**config.mk**
```make
export PLATFORM = sky130hd
export DESIGN_NAME = output_queue_schedule
export DESIGN_NICKNAME = d
export VERILOG_FILES = /design/src/rtl/output_queue_schedule.sv
export SDC_FILE = /design/constraint.sdc
export NUM_CORES = 1
export LEC_CHECK = 0
export CAP_MARGIN = 20
export CORE_MARGIN = 2
export CORE_UTILIZATION = 40
export DETAILED_ROUTE_END_ITERATION = 7
export HOLD_SLACK_MARGIN = 0.05
export PLACE_DENSITY = 0.74
export SETUP_SLACK_MARGIN = 0.02
export SYNTH_ARGS = -nofsm -noshare
export SYNTH_HDL_FRONTEND = slang
export SYNTH_SLANG_ARGS = --single-unit
```
**constraint.sdc**
```tcl
create_clock -name i_clk -period 4.4 [get_ports i_clk]
set_clock_uncertainty 0.05 [all_clocks]
set_input_delay 1.1 -clock i_clk [delete_from_list [all_inputs] [get_ports i_clk]]
set_output_delay 1.1 -clock i_clk [all_outputs]
set_load 0.1 [all_outputs]
```
**src/rtl/output_queue_schedule.sv**
```systemverilog
// Strict-priority dequeue scheduler for eight output queues. Holds one request
// until it is acked or withdrawn, then waits for transmit-done under a watchdog.
module output_queue_schedule #(
  parameter logic [11:0] WATCHDOG_CYCLES = 12'd4095
) (
  input  logic        i_clk,
  input  logic        i_rst_n,
  input  logic [7:0]  iv_out_gate_ctrl_vector,
  input  logic [7:0]  iv_queue_empty,
  output logic        o_schedule_valid,
  output logic [2:0]  ov_schedule_queue_id,
  input  logic        i_schedule_ack,
  input  logic        i_transmit_done,
  output logic        o_timeout_err,
  output logic [15:0] ov_sched_cnt,
  output logic [7:0]  ov_timeout_cnt
);

  typedef enum logic [1:0] {IDLE, REQ, WAIT_DONE} state_e;

  state_e      state_q, state_d;
  logic [2:0]  queue_id_q, queue_id_d;
  logic [11:0] wd_q, wd_d;
  logic        timeout_err_q, timeout_err_d;
  logic [15:0] sched_cnt_q, sched_cnt_d;
  logic [7:0]  timeout_cnt_q, timeout_cnt_d;

  logic [7:0]  eligible;
  logic [2:0]  top_id;
  logic        sel_blocked;
  logic        wd_expired;

  // Ascending scan so the last hit is the highest eligible index.
  always_comb begin
    eligible = iv_out_gate_ctrl_vector & ~iv_queue_empty;
    top_id   = '0;
    for (int unsigned i = 0; i < 8; i++) begin
      if (eligible[i]) top_id = 3'(i);
    end
    sel_blocked = !iv_out_gate_ctrl_vector[queue_id_q] || iv_queue_empty[queue_id_q];
    wd_expired  = (wd_q == WATCHDOG_CYCLES);
  end

  always_ff @(posedge i_clk) begin
    if (!i_rst_n) state_q <= IDLE;
    else          state_q <= state_d;
  end

  always_comb begin
    state_d = state_q;
    case (state_q)
      IDLE:      if (|eligible) state_d = REQ;
      REQ: begin
        if (i_schedule_ack)   state_d = WAIT_DONE;
        else if (sel_blocked) state_d = IDLE;
      end
      WAIT_DONE: if (i_transmit_done || wd_expired) state_d = IDLE;
      default:   state_d = IDLE;
    endcase
  end

  // Transmit-done takes priority over watchdog expiry in the same cycle.
  always_comb begin
    queue_id_d    = queue_id_q;
    wd_d          = wd_q;
    timeout_err_d = 1'b0;
    sched_cnt_d   = sched_cnt_q;
    timeout_cnt_d = timeout_cnt_q;
    case (state_q)
      IDLE: if (|eligible) queue_id_d = top_id;
      REQ: begin
        if (i_schedule_ack) begin
          sched_cnt_d = sched_cnt_q + 16'd1;
          wd_d        = '0;
        end
      end
      WAIT_DONE: begin
        if (!i_transmit_done && wd_expired) begin
          timeout_err_d = 1'b1;
          if (timeout_cnt_q != '1) timeout_cnt_d = timeout_cnt_q + 8'd1;
        end else begin
          wd_d = wd_q + 12'd1;
        end
      end
      default: ;
    endcase
  end

  always_ff @(posedge i_clk) begin
    if (!i_rst_n) begin
      queue_id_q    <= '0;
      wd_q          <= '0;
      timeout_err_q <= 1'b0;
      sched_cnt_q   <= '0;
      timeout_cnt_q <= '0;
    end else begin
      queue_id_q    <= queue_id_d;
      wd_q          <= wd_d;
      timeout_err_q <= timeout_err_d;
      sched_cnt_q   <= sched_cnt_d;
      timeout_cnt_q <= timeout_cnt_d;
    end
  end

  assign o_schedule_valid     = (state_q == REQ);
  assign ov_schedule_queue_id = queue_id_q;
  assign o_timeout_err        = timeout_err_q;
  assign ov_sched_cnt         = sched_cnt_q;
  assign ov_timeout_cnt       = timeout_cnt_q;

endmodule

```
Yosys cells after proc, flatten, opt, wreduce, memory -nomap -nowiden
Cells that the tools add are included.
- bits in registers: 42
- input port bits: 20
- output and inout port bits: 29
- $add $sub $neg: 3
- order comparisons: 1
- equal/unequal tests: 9
- mux-type cells: 20
- bitwise gates (word level): 2
- reductions and logical operators: 14
- operators with widths (kind ; number):
    12-bit two-way mux ; 2
    12-bit one-hot mux with 2 select lines ; 1
    3-bit two-way mux ; 6
    16-bit by 1-bit adder with 16-bit output, second input constant ; 1
    12-bit by 1-bit adder with 12-bit output, second input constant ; 1
    12-bit == test, second input constant ; 1
    3-bit AND reduction ; 3
    8-bit by 1-bit adder with 8-bit output, second input constant ; 1
    8-bit AND ; 1
    2-bit two-way mux ; 4
    8-bit != test, second input constant ; 1
    8-bit NOT ; 1
    8-bit OR reduction ; 1
    1-bit binary-select mux with 3-bit select ; 2
    2-bit != test, second input constant ; 3
    2-bit one-hot mux with 3 select lines ; 1
    2-bit AND reduction ; 3
    3-bit by 4-bit < comparator with 1-bit output, second input constant ; 1
    1-bit two-way mux ; 4
    3-bit by 1-bit != test with 1-bit output, second input constant ; 1
    2-bit by 1-bit == test with 1-bit output, second input constant ; 1
    2-bit == test, second input constant ; 1
    1-bit logical NOT ; 2
    2-bit logical NOT ; 1
    other kinds (4) ; 5

Logic depth before layout (Yosys ltp)
Gate-level depths: netlist (run 1).
- depth after elaboration: 9
- mapped depth: 10

Worst setup path before layout (run 1)
No wires, ideal clock.
- kind: register to register
- start point: reg state_q[1]
- end point: reg sched_cnt_q[13], in the netlist ov_sched_cnt[13]
- setup time: 0.115 ns
- arrival: 2.419 ns
- slack: 1.816 ns
- cell stages (with the launch flop): 8
- buffers on the path: 0
- cells stage by stage: dfxtp_1 inv_1 ha_1 nand3_1 nor3_2 nand4_1 xnor2_1 and2_1
- cells in the longest elaborated chain, start to end: 2
- RTL lines (item ; line ; text):
    from (decl) ; 21 ; state_e state_q, state_d;
    from (signal assigned) ; 46 ; else state_q <= state_d;
    2-bit by 1-bit == test with 1-bit output ; - ;
    net o_schedule_valid ; 10 ; output logic o_schedule_valid,
    2-bit AND reduction (no line) ; - ;
    to (signal assigned) ; 100 ; sched_cnt_q <= sched_cnt_d;
    to (decl) ; 25 ; logic [15:0] sched_cnt_q, sched_cnt_d;
The timed path passes the listed nets, and every way through them passes these cells.
A chain may end at the register's enable or synchronous reset.

Worst setup path in the final report (run 1)
- start point: reg state_q[1]
- end point: out o_schedule_valid
- cells in the longest elaborated chain, start to end: 1
- RTL lines (item ; line ; text):
    2-bit by 1-bit == test with 1-bit output ; 105 ; assign o_schedule_valid = (state_q == REQ);
    to (decl) ; 10 ;
No other way between the ends.

==> metrics, run 1 <==
Slowest-stage cell, CP clkdlybuf4s50_1; # Max-Cap Violations 0; TritonCTS clock tree done; RR Startpoint state_q[0]$_SDFFE_PN0P_; WL/cell 12.0 um; Final Hold Viols 0; Final Total Pwr 0.000888 W; Chip Height 79.6 um; Max transition margin 0.336; Lkg Pwr just over 1 nW; register bit count reported by yosys 42; dpl hpwl 3.28 mm; chip width between 70 and 80 um; Clk Latency, worst-skew pair 0.29 ns; status completed; vias in the first global route roughly 1800; WL final 4.45 mm; Setup crit end o_schedule_valid; Tightest Hold Check Type register to register; min Tclk post-route 3.32 ns; layout cells sized above 1 0.0936; commonest non-fill, non-tap cell in the layout clkdlybuf4s50_1; Largest stage delay, worst path 1.19 ns; DRC 0; worst flop-to-flop path endpoint ov_timeout_cnt[5]$_SDFFE_PN0P_; Clock Sink Count 42; net count after synthesis 277; GP Congestion 0.801; R2R depth 7; clock-pin transition on the worst setup and hold timing paths about 0.070 ns; Power Density 304 mW/mm^2; initial antenna violation count 0; syn avg cell area 9.12 sq um; Final Cycle Share 0.754; Critical path origin state_q[1]$_SDFFE_PN0P_; Placement Rows 27; PortBufs 48; Main synth FF type dfxtp_1; RSZ-0062 raised after global routing no; most frequent cells in the layout 48 x clkdlybuf4s50_1, 42 x dfxtp_1, 25 x nand3_1, 25 x xnor2_1; clk buf depth 2; Synth cell types 46; register area share after synthesis 0.367; H-tree depth 2; worst path required time between 3 and 4 ns; Buf/Inv on CP 2; TNS Setup 0 ns; critical path, cell by cell inv_1 -> ha_1 -> clkdlybuf4s50_1; largest net degree at the start of global routing 30; GRT overflow 0; Post-CTS Hold Buffers 0; first drt pass iteration count 4; Synth Warn # 0; EDFF count, synth 0; Critical Path Fanout Max 8; DRT iter0 DRCs 65; cell area after synthesis 0.00229 sq mm; Worst R2R Setup Slack 2.29 ns; Fmax 302 MHz; Synth Instances 251; vias post-DR 1877; cell count along the critical path 3; Async SR Flop Fraction 0; Synth-to-Final Area Change 27.5%; area of the die 0.00634 sq mm; Antenna Nets Post-Route 0; ant diodes 0; post-CTS sizing 0; Top delay family on crit path buffers and inverters; TritonCTS buffer count 5; core area 0.00551 sq mm; critical path type register to output pin; GRT Total Usage 0.152; Max Slew Vio Count 0; boundary pin count 49; setup bufs post-CTS 0; CTS root buffer clkbuf_8; final net count 324; Worst Max-Slew Pin Slew 0.992 ns; Initial Utilization 0.416; Startpoint Class register; CP endpoint kind output pin; Peak VDD IR 0.000237 V; first-pass GRT wire length 7.69 mm; # setup viols final 0; routed vias/inst approximately 5.1; Crit path arrival time about 2.2 ns
[power breakdown]
part | switching, W | internal [W]
clock | 0.000128 | 0.000167
combinational | 0.000126 | 0.0000660
sequential | 0.0000114 | 0.000390
[cell usage after synthesis (2+ instances only)]
master | instances | area [sq um]
nand4_1 | 6 | 37.5
or3_1 | 2 | 12.5
xor2_1 | 2 | 17.5
ha_1 | 6 | 75.1
and2_1 | 17 | 106
a21boi_0 | 7 | 52.6
nor4_1 | 2 | 12.5
nor2_1 | 20 | 75.1
xnor2_1 | 25 | 219
nand3_1 | 25 | 125
nand2b_1 | 5 | 31.3
mux4_2 | 2 | 45.0
and4_4 | 2 | 22.5
and4_1 | 2 | 17.5
buf_6 | 3 | 33.8
nand2_1 | 20 | 75.1
o21ai_0 | 3 | 15.0
nor2b_1 | 12 | 75.1
clkbuf_1 | 5 | 18.8
o31ai_1 | 2 | 15.0
dfxtp_1 | 42 | 841
and3_1 | 8 | 50.1
inv_1 | 4 | 15.0
mux2i_1 | 3 | 30.0
nor3_2 | 5 | 50.1
[layout make-up]
cell class                 count  area (sq um)
multi-input combinational    196          1380
timing repair buffer          49           488
fill                         506          2590
inverter                       4          15.0
tap                           72          90.1
sequential                    42           841
clock buffer                   5          68.8
clock inverter                 3          40.0
[worst register-to-register path, delay by kind of cell (launching register included)]
| kind | cells | cell delay (ns) |
|---|---|---|
| buf+inv | 1 | 0.09 |
| fa+ha+maj | 1 | 0.30 |
| compound gates | 2 | 0.42 |
| flops | 1 | 0.33 |
| simple gates | 3 | 0.81 |
[metal layers]
| metal | up-vias | GRT usage | wire (um) |
|---|---|---|---|
| met5 | - | 0 | 0 |
| met4 | 0 | 0.0638 | 44 |
| met3 | 2 | 0.0362 | 178 |
| met2 | 36 | 0.247 | 2060 |
| met1 | 870 | 0.192 | 2170 |
| li1 | 969 | - | - |
[kinds of logic (layout without fill, tap and decap cells)]
logic type      Yosys count  count (layout)  synth area share
compound gates           24              24            0.0858
xor+xnor                 27              27             0.103
fa+ha+maj                 6               6            0.0328
buf+inv                  13              61            0.0317
flops                    42              42             0.367
mux                       5               5            0.0328
simple gates            134             134             0.346
[state kept, by name (all words and copies together) (netlist names)]
name	flops
state_q	2
ov_schedule_queue_id	3
wd_q	12
ov_timeout_cnt	8
o_timeout_err	1
ov_sched_cnt	16
[stage by stage]
step           worst slack, ns  cells  hold WS (ns)  utilization  instance area [sq um]
4_1_cts                   1.07    371         0.444        0.530                   2920
3_3_place_gp              1.40    363         0.420        0.510                   2810
3_5_place_dp              1.34    363         0.431        0.510                   2810
6_report                  1.08    371         0.440        0.530                   2920
5_1_grt                  0.987    371         0.461        0.530                   2920
2_1_floorplan             1.82    251         0.405            -                   2290
[worst min-delay path by stage]
stage	from	end	slack, ns	depth (start not counted)
after floorplan	state_q[1]$_SDFFE_PN0P_	state_q[1]$_SDFFE_PN0P_	0.40	2
after global placement	state_q[1]$_SDFFE_PN0P_	state_q[1]$_SDFFE_PN0P_	0.42	2
after detailed placement	state_q[1]$_SDFFE_PN0P_	state_q[1]$_SDFFE_PN0P_	0.43	2
after CTS	state_q[0]$_SDFFE_PN0P_	state_q[0]$_SDFFE_PN0P_	0.44	2
after global routing	state_q[1]$_SDFFE_PN0P_	state_q[1]$_SDFFE_PN0P_	0.46	2
final	state_q[0]$_SDFFE_PN0P_	state_q[0]$_SDFFE_PN0P_	0.44	2
Note: power is estimated with default switching activity, not from simulation.
==> run 2, diff against run 1 <==
Clock period 4.4 ns to 3.15 ns, I/O delays scaled along.
==> run 2 against run 1 <==
Die area is the same. Sequential share of layout area grew 0.66 points. Largest cell class unchanged. Largest power group unchanged. Core utilization is 1.2 points lower. Clock-buffer cell count is the same. Non-clock buffer count up 1. Cell area fell by 2.2%. Global-route usage is 1.2 points higher. Routed wire length is 6.0% higher.
==> metrics, run 2 (synthesis gave the netlist of run 1 again) <==
vias post-DR 1904 (+1.4%); CP endpoint kind register; # Max-Cap Violations 0 (unchanged); Final Hold Viols 0 (unchanged); Max Slew Vio Count 0 (unchanged); critical path, cell by cell clkdlybuf4s50_1 -> nand2b_1 -> nand2_1 -> nor2_1 -> nand3_1 -> a21boi_0; Worst R2R Setup Slack 1.10 ns (-1.19 ns); Tightest Hold Check Type register to register; vias in the first global route 1878 (+7.3%); dpl hpwl 3.55 mm (+8.4%); H-tree depth 2 (unchanged); register area 841 sq um (unchanged); worst flop-to-flop path endpoint ov_timeout_cnt[5]$_SDFFE_PN0P_; critical path type input pin to register; setup ws final 0.724 ns (-0.361 ns); first drt pass iteration count 4 (unchanged); post-CTS sizing 0 (unchanged); GRT Total Usage 0.164 (+0.0118); GRT overflow 0 (unchanged); area of the multi-input gates 0.00138 sq mm (unchanged); DRT iter0 DRCs 82 (+26%); Post-CTS Hold Buffers 0 (unchanged); Hold Crit Start state_q[0]$_SDFFE_PN0P_; PortBufs 48 (unchanged); Clk Latency, worst-skew pair 0.30 ns (about the same); Fmax roughly 400 MHz; Largest stage delay, worst path 0.58 ns (-0.61 ns); largest net degree at the start of global routing 22 (-27%); boundary pin count 49 (unchanged); R2R depth 7 (unchanged); Clock Sink Count 42 (unchanged); initial antenna violation count 0 (unchanged); Slowest-stage cell, CP clkdlybuf4s50_1; layout cells sized above 1 0.193 (+0.0997); final net count 325 (+0.31%); area of the die 0.00634 sq mm (unchanged); Hold Path Stages 2 (unchanged); Final Cycle Share 0.770; Lkg Pwr 1.07 nW (+6.1%); clk buf depth 2 (unchanged); most frequent cells in the layout 42 x dfxtp_1, 31 x buf_4, 25 x nand3_1, 25 x xnor2_1; TritonCTS buffer count 5 (unchanged); first-pass GRT wire length 8.27 mm (+7.5%); Initial Utilization 0.416 (unchanged); Power Density 437 mW/mm^2 (+44%); DRC 0 (unchanged); Startpoint Class input pin; Buf/Inv on CP 1 (-1); Placement Rows 27 (unchanged); WHS 0.441 ns (+0.000910 ns); status completed; chip width 79.6 um (unchanged); ant diodes 0 (unchanged); GP Congestion 0.846 (+5.7%); Antenna Nets Post-Route 0 (unchanged); routed vias/inst 5.12 (+1.2%); worst path required time 3.31 ns (+0.06 ns); # fillers 527 (+4.2%); clock-pin transition on the worst setup and hold timing paths 0.08 ns (about the same); WL/cell 12.7 um (+5.7%); Top delay family on crit path simple AND/OR/NAND/NOR gates; Peak VDD IR 0.000216 V (-9.0%); setup bufs post-CTS 0 (unchanged); Crit path arrival time 2.59 ns (+0.42 ns); RSZ-0062 raised after global routing no; Critical Path Fanout Max 12 (+4); max reg flops 16 (unchanged); Synth-to-Final Area Change 24.7%; TritonCTS clock tree done; Critical path origin i_schedule_ack; hold path endpoint state_q[0]$_SDFFE_PN0P_; commonest non-fill, non-tap cell in the layout dfxtp_1; # setup viols final 0 (unchanged); WL final 4.72 mm (+6.0%); min Tclk post-route 2.43 ns; CTS root buffer clkbuf_8; core area 0.00551 sq mm (unchanged); pre-CTS setup slack 0.426 ns (-0.916 ns); Chip Height 79.6 um (unchanged); Worst Max-Slew Pin Slew 0.577 ns (-0.415 ns); Max transition margin 0.614 (+0.278); TNS Setup 0 ns (unchanged); RR Startpoint state_q[0]$_SDFFE_PN0P_
==> run 2: changes by cell type in the layout (fill, tap and decap cells not counted) <==
cell             previous run  this run
buf_4                       1        31
clkdlybuf4s50_1            48        19
==> run 2: tightest hold or removal path: cells and delay by family (launching register included) <==
kind | cells | cell delay (ns)
and+or+nand+nor | 1 | 0.06
DFF | 1 | 0.33
muxes | 1 | 0.06
==> run 2: final cells by class <==
type / instances / share of cell area
well taps: 72 / 0.0316
clock inverters: 3 / 0.0140
multi-input cells: 196 / 0.482
clock buffers: 5 / 0.0241
flip-flops and latches: 42 / 0.295
inverters: 4 / 0.00526
repair buffers: 50 / 0.148
==> run 2: power by group <==
part,internal (W),switching [W]
Combinational,0.0000906,0.000177
Clock,0.000233,0.000188
Sequential,0.000544,0.0000155
==> run 2: layer usage <==
layer,track usage,wire [um],vias to the layer above,share of wire
met5,0,0,-,0
met4,0.0534,55,0,0.012
met3,0.0441,255,5,0.054
met2,0.262,2230,47,0.47
met1,0.213,2180,886,0.46
li1,-,-,966,-
==> run 2: worst max-delay path by stage <==
stage                                          endpoint  slack, ns  cells past startpoint
final                             wd_q[11]$_SDFFE_PN0P_       0.72                      6
after global routing              wd_q[11]$_SDFFE_PN0P_       0.52                      6
after floorplan           ov_sched_cnt[13]$_SDFFE_PN0P_       0.57                      7
after CTS                         wd_q[11]$_SDFFE_PN0P_       0.72                      6
after global placement             wd_q[0]$_SDFFE_PN0P_       0.49                      6
after detailed placement          wd_q[11]$_SDFFE_PN0P_       0.43                      6
==> run 2: stage by stage <==
step / instance area, sq um / power [W] / util / cells
global placement: 2740 / 0.000836 / 0.498 / 364
detailed placement: 2740 / 0.000840 / 0.498 / 364
finish: 2850 / 0.00125 / 0.518 / 372
CTS: 2850 / 0.00126 / 0.518 / 372
global route: 2850 / 0.00131 / 0.518 / 372
floorplan: 2290 / 0.000772 / - / 251
